--- src/rtl/tim_etr_pkg.sv ---
// Shared encodings and constants for the multi-channel external-trigger conditioner.
package tim_etr_pkg;

  typedef enum logic [1:0] {
    ETM_RISE = 2'd0,
    ETM_FALL = 2'd1,
    ETM_BOTH = 2'd2,
    ETM_NONE = 2'd3
  } etm_e;

  typedef enum logic [1:0] {
    CKD_DIV1  = 2'd0,
    CKD_DIV2  = 2'd1,
    CKD_DIV4  = 2'd2,
    CKD_DIV4B = 2'd3
  } ckd_e;

  localparam int unsigned FLT_W = 4;

endpackage

--- src/rtl/tim_etr_ch.sv ---
// One trigger channel: synchroniser, polarity, optional filter (TIM_ETR_FLT_EN), edge detect
// and N+1 prescaler.
module tim_etr_ch
  import tim_etr_pkg::*;
#(
  parameter int unsigned PS_W     = 3,
  parameter int unsigned SYNC_STG = 2
) (
  input  logic             i_clk,
  input  logic             i_rstn,
  input  logic             i_tick,
  input  logic             i_etp,
  input  logic             i_ece,
  input  logic [1:0]       i_etm,
  input  logic [PS_W-1:0]  i_etps,
  input  logic [FLT_W-1:0] i_etf,
  input  logic             i_etr,
  output logic             o_lv,
  output logic             o_ps
);

  logic [SYNC_STG-1:0] r_sync;
  logic                r_lv;
  logic                r_lv_d;
  logic [PS_W-1:0]     r_cnt;
  logic                r_ps;
  logic                w_s;
  logic                w_act;

  always_ff @(posedge i_clk or negedge i_rstn) begin
    if (!i_rstn) begin
      r_sync <= '0;
    end else begin
      r_sync <= {r_sync[SYNC_STG-2:0], i_etr};
    end
  end

  assign w_s = r_sync[SYNC_STG-1] ^ i_etp;

`ifdef TIM_ETR_FLT_EN
  logic [FLT_W-1:0] r_fcnt;

  // Compare with >= so that lowering F below the running count commits on the next miss.
  always_ff @(posedge i_clk or negedge i_rstn) begin
    if (!i_rstn) begin
      r_lv   <= 1'b0;
      r_fcnt <= '0;
    end else if (i_etf == '0) begin
      r_lv   <= w_s;
      r_fcnt <= '0;
    end else if (i_tick) begin
      if (w_s == r_lv) begin
        r_fcnt <= '0;
      end else if (({1'b0, r_fcnt} + {{FLT_W{1'b0}}, 1'b1}) >= {1'b0, i_etf}) begin
        r_lv   <= w_s;
        r_fcnt <= '0;
      end else begin
        r_fcnt <= r_fcnt + {{(FLT_W-1){1'b0}}, 1'b1};
      end
    end
  end
`else
  logic w_unused_flt;
  assign w_unused_flt = ^{i_etf, i_tick};

  always_ff @(posedge i_clk or negedge i_rstn) begin
    if (!i_rstn) begin
      r_lv <= 1'b0;
    end else begin
      r_lv <= w_s;
    end
  end
`endif

  always_ff @(posedge i_clk or negedge i_rstn) begin
    if (!i_rstn) begin
      r_lv_d <= 1'b0;
    end else begin
      r_lv_d <= r_lv;
    end
  end

  always_comb begin
    w_act = 1'b0;
    unique case (etm_e'(i_etm))
      ETM_RISE: w_act = r_lv & ~r_lv_d;
      ETM_FALL: w_act = ~r_lv & r_lv_d;
      ETM_BOTH: w_act = r_lv ^ r_lv_d;
      ETM_NONE: w_act = 1'b0;
    endcase
  end

  // >= rather than == so a reduced N never forces a full counter wrap.
  always_ff @(posedge i_clk or negedge i_rstn) begin
    if (!i_rstn) begin
      r_cnt <= '0;
      r_ps  <= 1'b0;
    end else if (!i_ece) begin
      r_cnt <= '0;
      r_ps  <= 1'b0;
    end else if (w_act) begin
      if (r_cnt >= i_etps) begin
        r_cnt <= '0;
        r_ps  <= 1'b1;
      end else begin
        r_cnt <= r_cnt + {{(PS_W-1){1'b0}}, 1'b1};
        r_ps  <= 1'b0;
      end
    end else begin
      r_ps <= 1'b0;
    end
  end

  assign o_lv = r_lv;
  assign o_ps = r_ps;

endmodule

--- src/rtl/tim_etr_mc.sv ---
// Multi-channel ETR conditioner top: shared sampling-tick divider plus one tim_etr_ch per channel.
// Filter and divider are compiled in only when TIM_ETR_FLT_EN is defined.
module tim_etr_mc
  import tim_etr_pkg::*;
#(
  parameter int unsigned CH_NUM   = 2,
  parameter int unsigned PS_W     = 3,
  parameter int unsigned SYNC_STG = 2
) (
  input  logic                   clk_i,
  input  logic                   rstn_i,
  input  logic [CH_NUM-1:0]      rw_etp_i,
  input  logic [CH_NUM-1:0]      rw_ece_i,
  input  logic [2*CH_NUM-1:0]    rw_etm_i,
  input  logic [PS_W*CH_NUM-1:0] rw_etps_i,
  input  logic [4*CH_NUM-1:0]    rw_etf_i,
  input  logic [1:0]             rw_ckd_i,
  input  logic [CH_NUM-1:0]      etr_i,
  output logic [CH_NUM-1:0]      etrf_lv_o,
  output logic [CH_NUM-1:0]      etrf_ps_o
);

  logic                    w_tick;
  logic [FLT_W*CH_NUM-1:0] w_etf;

`ifdef TIM_ETR_FLT_EN
  logic [1:0] r_div;

  always_ff @(posedge clk_i or negedge rstn_i) begin
    if (!rstn_i) begin
      r_div <= 2'd0;
    end else begin
      r_div <= r_div + 2'd1;
    end
  end

  always_comb begin
    w_tick = 1'b1;
    unique case (ckd_e'(rw_ckd_i))
      CKD_DIV1:            w_tick = 1'b1;
      CKD_DIV2:            w_tick = r_div[0];
      CKD_DIV4, CKD_DIV4B: w_tick = &r_div;
    endcase
  end

  assign w_etf = rw_etf_i;
`else
  logic w_unused_cfg;
  assign w_unused_cfg = ^{rw_etf_i, rw_ckd_i};
  assign w_tick       = 1'b1;
  assign w_etf        = '0;
`endif

  for (genvar g = 0; g < CH_NUM; g++) begin : g_ch
    tim_etr_ch #(
      .PS_W     (PS_W),
      .SYNC_STG (SYNC_STG)
    ) u_ch (
      .i_clk  (clk_i),
      .i_rstn (rstn_i),
      .i_tick (w_tick),
      .i_etp  (rw_etp_i[g]),
      .i_ece  (rw_ece_i[g]),
      .i_etm  (rw_etm_i[2*g +: 2]),
      .i_etps (rw_etps_i[PS_W*g +: PS_W]),
      .i_etf  (w_etf[FLT_W*g +: FLT_W]),
      .i_etr  (etr_i[g]),
      .o_lv   (etrf_lv_o[g]),
      .o_ps   (etrf_ps_o[g])
    );
  end

endmodule

--- config.mk ---
export PLATFORM = sky130hd
export DESIGN_NAME = tim_etr_mc
export DESIGN_NICKNAME = d
export VERILOG_FILES = /design/src/rtl/tim_etr_pkg.sv /design/src/rtl/tim_etr_ch.sv /design/src/rtl/tim_etr_mc.sv
export SDC_FILE = /design/constraint.sdc
export NUM_CORES = 1
export LEC_CHECK = 0
export CAP_MARGIN = 10
export CORE_MARGIN = 2
export CORE_UTILIZATION = 35
export CTS_CLUSTER_DIAMETER = 40
export DETAILED_ROUTE_END_ITERATION = 12
export GPL_ROUTABILITY_DRIVEN = 0
export SYNTH_ARGS = -nofsm -noshare
export SYNTH_HDL_FRONTEND = slang
export SYNTH_SLANG_ARGS = --single-unit
--- constraint.sdc ---
create_clock -name clk_i -period 1.89 [get_ports clk_i]
set_clock_uncertainty 0.2 [all_clocks]
set_input_delay 0.378 -clock clk_i [delete_from_list [all_inputs] [get_ports clk_i]]
set_output_delay 0.378 -clock clk_i [all_outputs]
set_load 0.03 [all_outputs]
==> metrics.cfg <==
[critical_path]
max_stage_delay_ns=0.41
cp-end-kind=flip-flop
worstPathCellList=clkdlybuf4s50_1 -> ha_1 -> nor2b_1 -> o21ai_2 -> or3_1 -> a21boi_2
r2r_end=g_ch[0].u_ch.r_cnt[1]
crit_path_top_delay_cell=clkdlybuf4s50_1
path_depth=6
critPathKind=input port to flip-flop
r2r_start=g_ch[0].u_ch.o_lv
crit_arrival_ns=1.86
endpoint=g_ch[1].u_ch.r_cnt[0]
r2r_slack_ns=0.12
required_ns=1.91
critical_path_buf_inv_count=1
cp-start-kind=input port
path_delay_family=simple AND/OR/NAND/NOR gates
crit_path_start=rw_etps_i[3]
r2r_cells=5
worst-path-max-fanout=5

[layout]
multi_input_area_um2=479
drive_gt1_frac=0.227
n_antenna_cell=0
nets=151
fillCellCount=240
seq_area_um2=400
final_util=0.511
syn2layout_area_growth_pct=39.2

[synth]
synthXorXnorAreaFrac=0.0194
yosysWarnings=0
synth.avg_cell_area_um2=10.7
synth_compound_area_frac=0.142
syn_nets=124
synth_mux_area_frac=0.0333
ys_ff_latch=16
ys_seq_area_frac=0.444
synthesis.instances=84
synth_simple_gate_area_frac=0.111
synth_top_family_by_area=adder cells
synth_adder_area_share=0.167
synthesis.area_um2=901
synth_cell_type_count=21

[floorplanning]
die_x_um=54.7
core_um2=2450
ios=32
dieArea_um2=3000
floorplan.initialDensity=0.367
fp-row-count=18
die_h_um=54.7

[sta]
tightest_slew_ns=0.325
tns_ns=0
slew_headroom=0.783
report.final.slew_viol_count=0
setup_viol=0
rsz0062_at_grt=no
fmax_mhz=544
finalWorstPathRequiredPeriod_ns=1.84
hold_viol_final=0
timing.final.crit_share=0.972

[global_routing]
grt_pass1_vias=611
grt_pass1_wl_um=2410
grt_overflow=0
grt_max_degree=17
grt_usage=0.113
antenna_found_initial=0

[power_and_ir_drop]
p_leak_nw=0.642
peakVddDrop_uv=460
powerDensity_nw_per_um2=643

[clocking]
cts_tree=built
cts_buffer_depth=2
cts_hold_buf=0
insertion_delay_ns=0.28
clkSinkCount=16
cts-root-buf=clkbuf_4
clk_pin_slew_ns=0.09
h-tree-depth=1
cts_made_buffers=3

[outcome]
outcome=complete, no violations

[route]
routed_wl_um=1430
num_vias=645
vias_per_cell=4.61
wire_per_inst_um=10.2
antenna_left=0
first_pass_iters=4
initialDrtViolationCount=6
drc=0

[placement]
port_buffers=21
dp_hpwl_um=1130

[worst_hold_path]
hold_path_class=flip-flop to flip-flop

[job]
cap_violations=0

==> cell type report <==
class | count | area share
well taps | 30 | 0.0299
inverters | 12 | 0.0359
multi-input cells | 52 | 0.382
flip-flops and latches | 16 | 0.319
clock buffers | 4 | 0.0289
repair buffers | 26 | 0.204
==> cells in the final DEF (no fill, tap or decap), drive strengths merged, types with 4 or more instances in the layout <==
cell type      count
nand2              9
clkbuf             4
o21ai              6
or3                4
ha                12
a21boi             4
buf                5
dlymetal6s2s       4
clkdlybuf4s50     15
inv               12
dfrtp             16
==> worst reg2reg max path: stages, from the launching register on <==
cell and delay [ns]:
dfrtp_1 0.42, ha_1 0.28, o21ai_1 0.22, o21ai_4 0.12
or3_1 0.33, a21boi_1 0.13
==> registers in the layout (all words and copies together) (netlist names) <==
signal and cells:
g_ch.u_ch.r_cnt 6, g_ch.u_ch.r_sync 4, g_ch.u_ch.o_lv 2, g_ch.u_ch.o_ps 2, g_ch.u_ch.r_lv_d 2
==> metal layers <==
layer	track usage	vias to the layer above	share of wire
met3	0.0301	4	0.063
li1	-	325	-
met4	0.0625	0	0.013
met2	0.192	14	0.50
met5	0	-	0
met1	0.128	302	0.42
==> cell usage after synthesis <==
| library cell | count | area (um^2) |
|---|---|---|
| nor4b_1 | 1 | 8.76 |
| nor3_1 | 1 | 5.00 |
| dfrtp_1 | 16 | 400 |
| or3_1 | 4 | 25.0 |
| a21boi_1 | 4 | 30.0 |
| nor2_1 | 2 | 7.51 |
| a21oi_1 | 2 | 10.0 |
| a31o_2 | 1 | 8.76 |
| o2bb2ai_1 | 1 | 8.76 |
| o21ai_1 | 4 | 20.0 |
| mux2_4 | 2 | 30.0 |
| xor2_1 | 2 | 17.5 |
| o21ba_1 | 1 | 10.0 |
| nand3b_1 | 1 | 7.51 |
| nand2_1 | 9 | 33.8 |
| ha_1 | 12 | 150 |
| buf_4 | 4 | 30.0 |
| inv_1 | 12 | 45.0 |
| nor2b_1 | 2 | 12.5 |
| o21bai_1 | 1 | 7.51 |
| o21ai_4 | 2 | 32.5 |
==> stage by stage <==
stage                     instances  hold WS [ns]  setup slack [ns]  power (mW)  cell area, um^2
after floorplan                  84        -0.118             0.208       0.497              901
after global placement          135         0.133            -0.326       0.572             1150
after detailed placement        135         0.135            -0.363       0.581             1150
after CTS                       139         0.158           0.00516       0.814             1210
after global routing            140         0.169           0.00622       0.860             1250
final                           140         0.155            0.0526       0.807             1250
==> cell families after synthesis <==
group	after synthesis
flops	16
mux	2
simple gates	20
fa+ha+maj	12
xor+xnor	2
compound gates	16
buf+inv	16
==> repair_timing <==
| item | CTS | global route |
|---|---|---|
| buffers inserted | 0 | 1 |
| setup endpoints to repair | 8 | 8 |
| resized for setup | 7 | 10 |
| endpoints found under the hold margin | 0 | 0 |
| pin swaps | 2 | 6 |
==> where the power goes <==
group	internal (mW)	total, mW	leakage [nW]	switching, mW
sequential	0.365	0.382	0.203	0.0167
clock	0.117	0.224	0.0210	0.107
combinational	0.107	0.201	0.418	0.0940
==> worst min-delay path by stage <==
stage / slack, ns / cells past startpoint / start / end
6_report: 0.15 / 0 / g_ch[1].u_ch.r_sync[0] / g_ch[1].u_ch.r_sync[1]
5_1_grt: 0.17 / 0 / g_ch[1].u_ch.r_sync[0] / g_ch[1].u_ch.r_sync[1]
4_1_cts: 0.16 / 0 / g_ch[1].u_ch.r_sync[0] / g_ch[1].u_ch.r_sync[1]
3_5_place_dp: 0.13 / 0 / g_ch[1].u_ch.r_sync[0] / g_ch[1].u_ch.r_sync[1]
3_3_place_gp: 0.13 / 0 / g_ch[1].u_ch.r_sync[0] / g_ch[1].u_ch.r_sync[1]
2_1_floorplan: -0.12 / 0 / rstn_i / g_ch[0].u_ch.o_lv
Power figures use the tool's default switching activity.
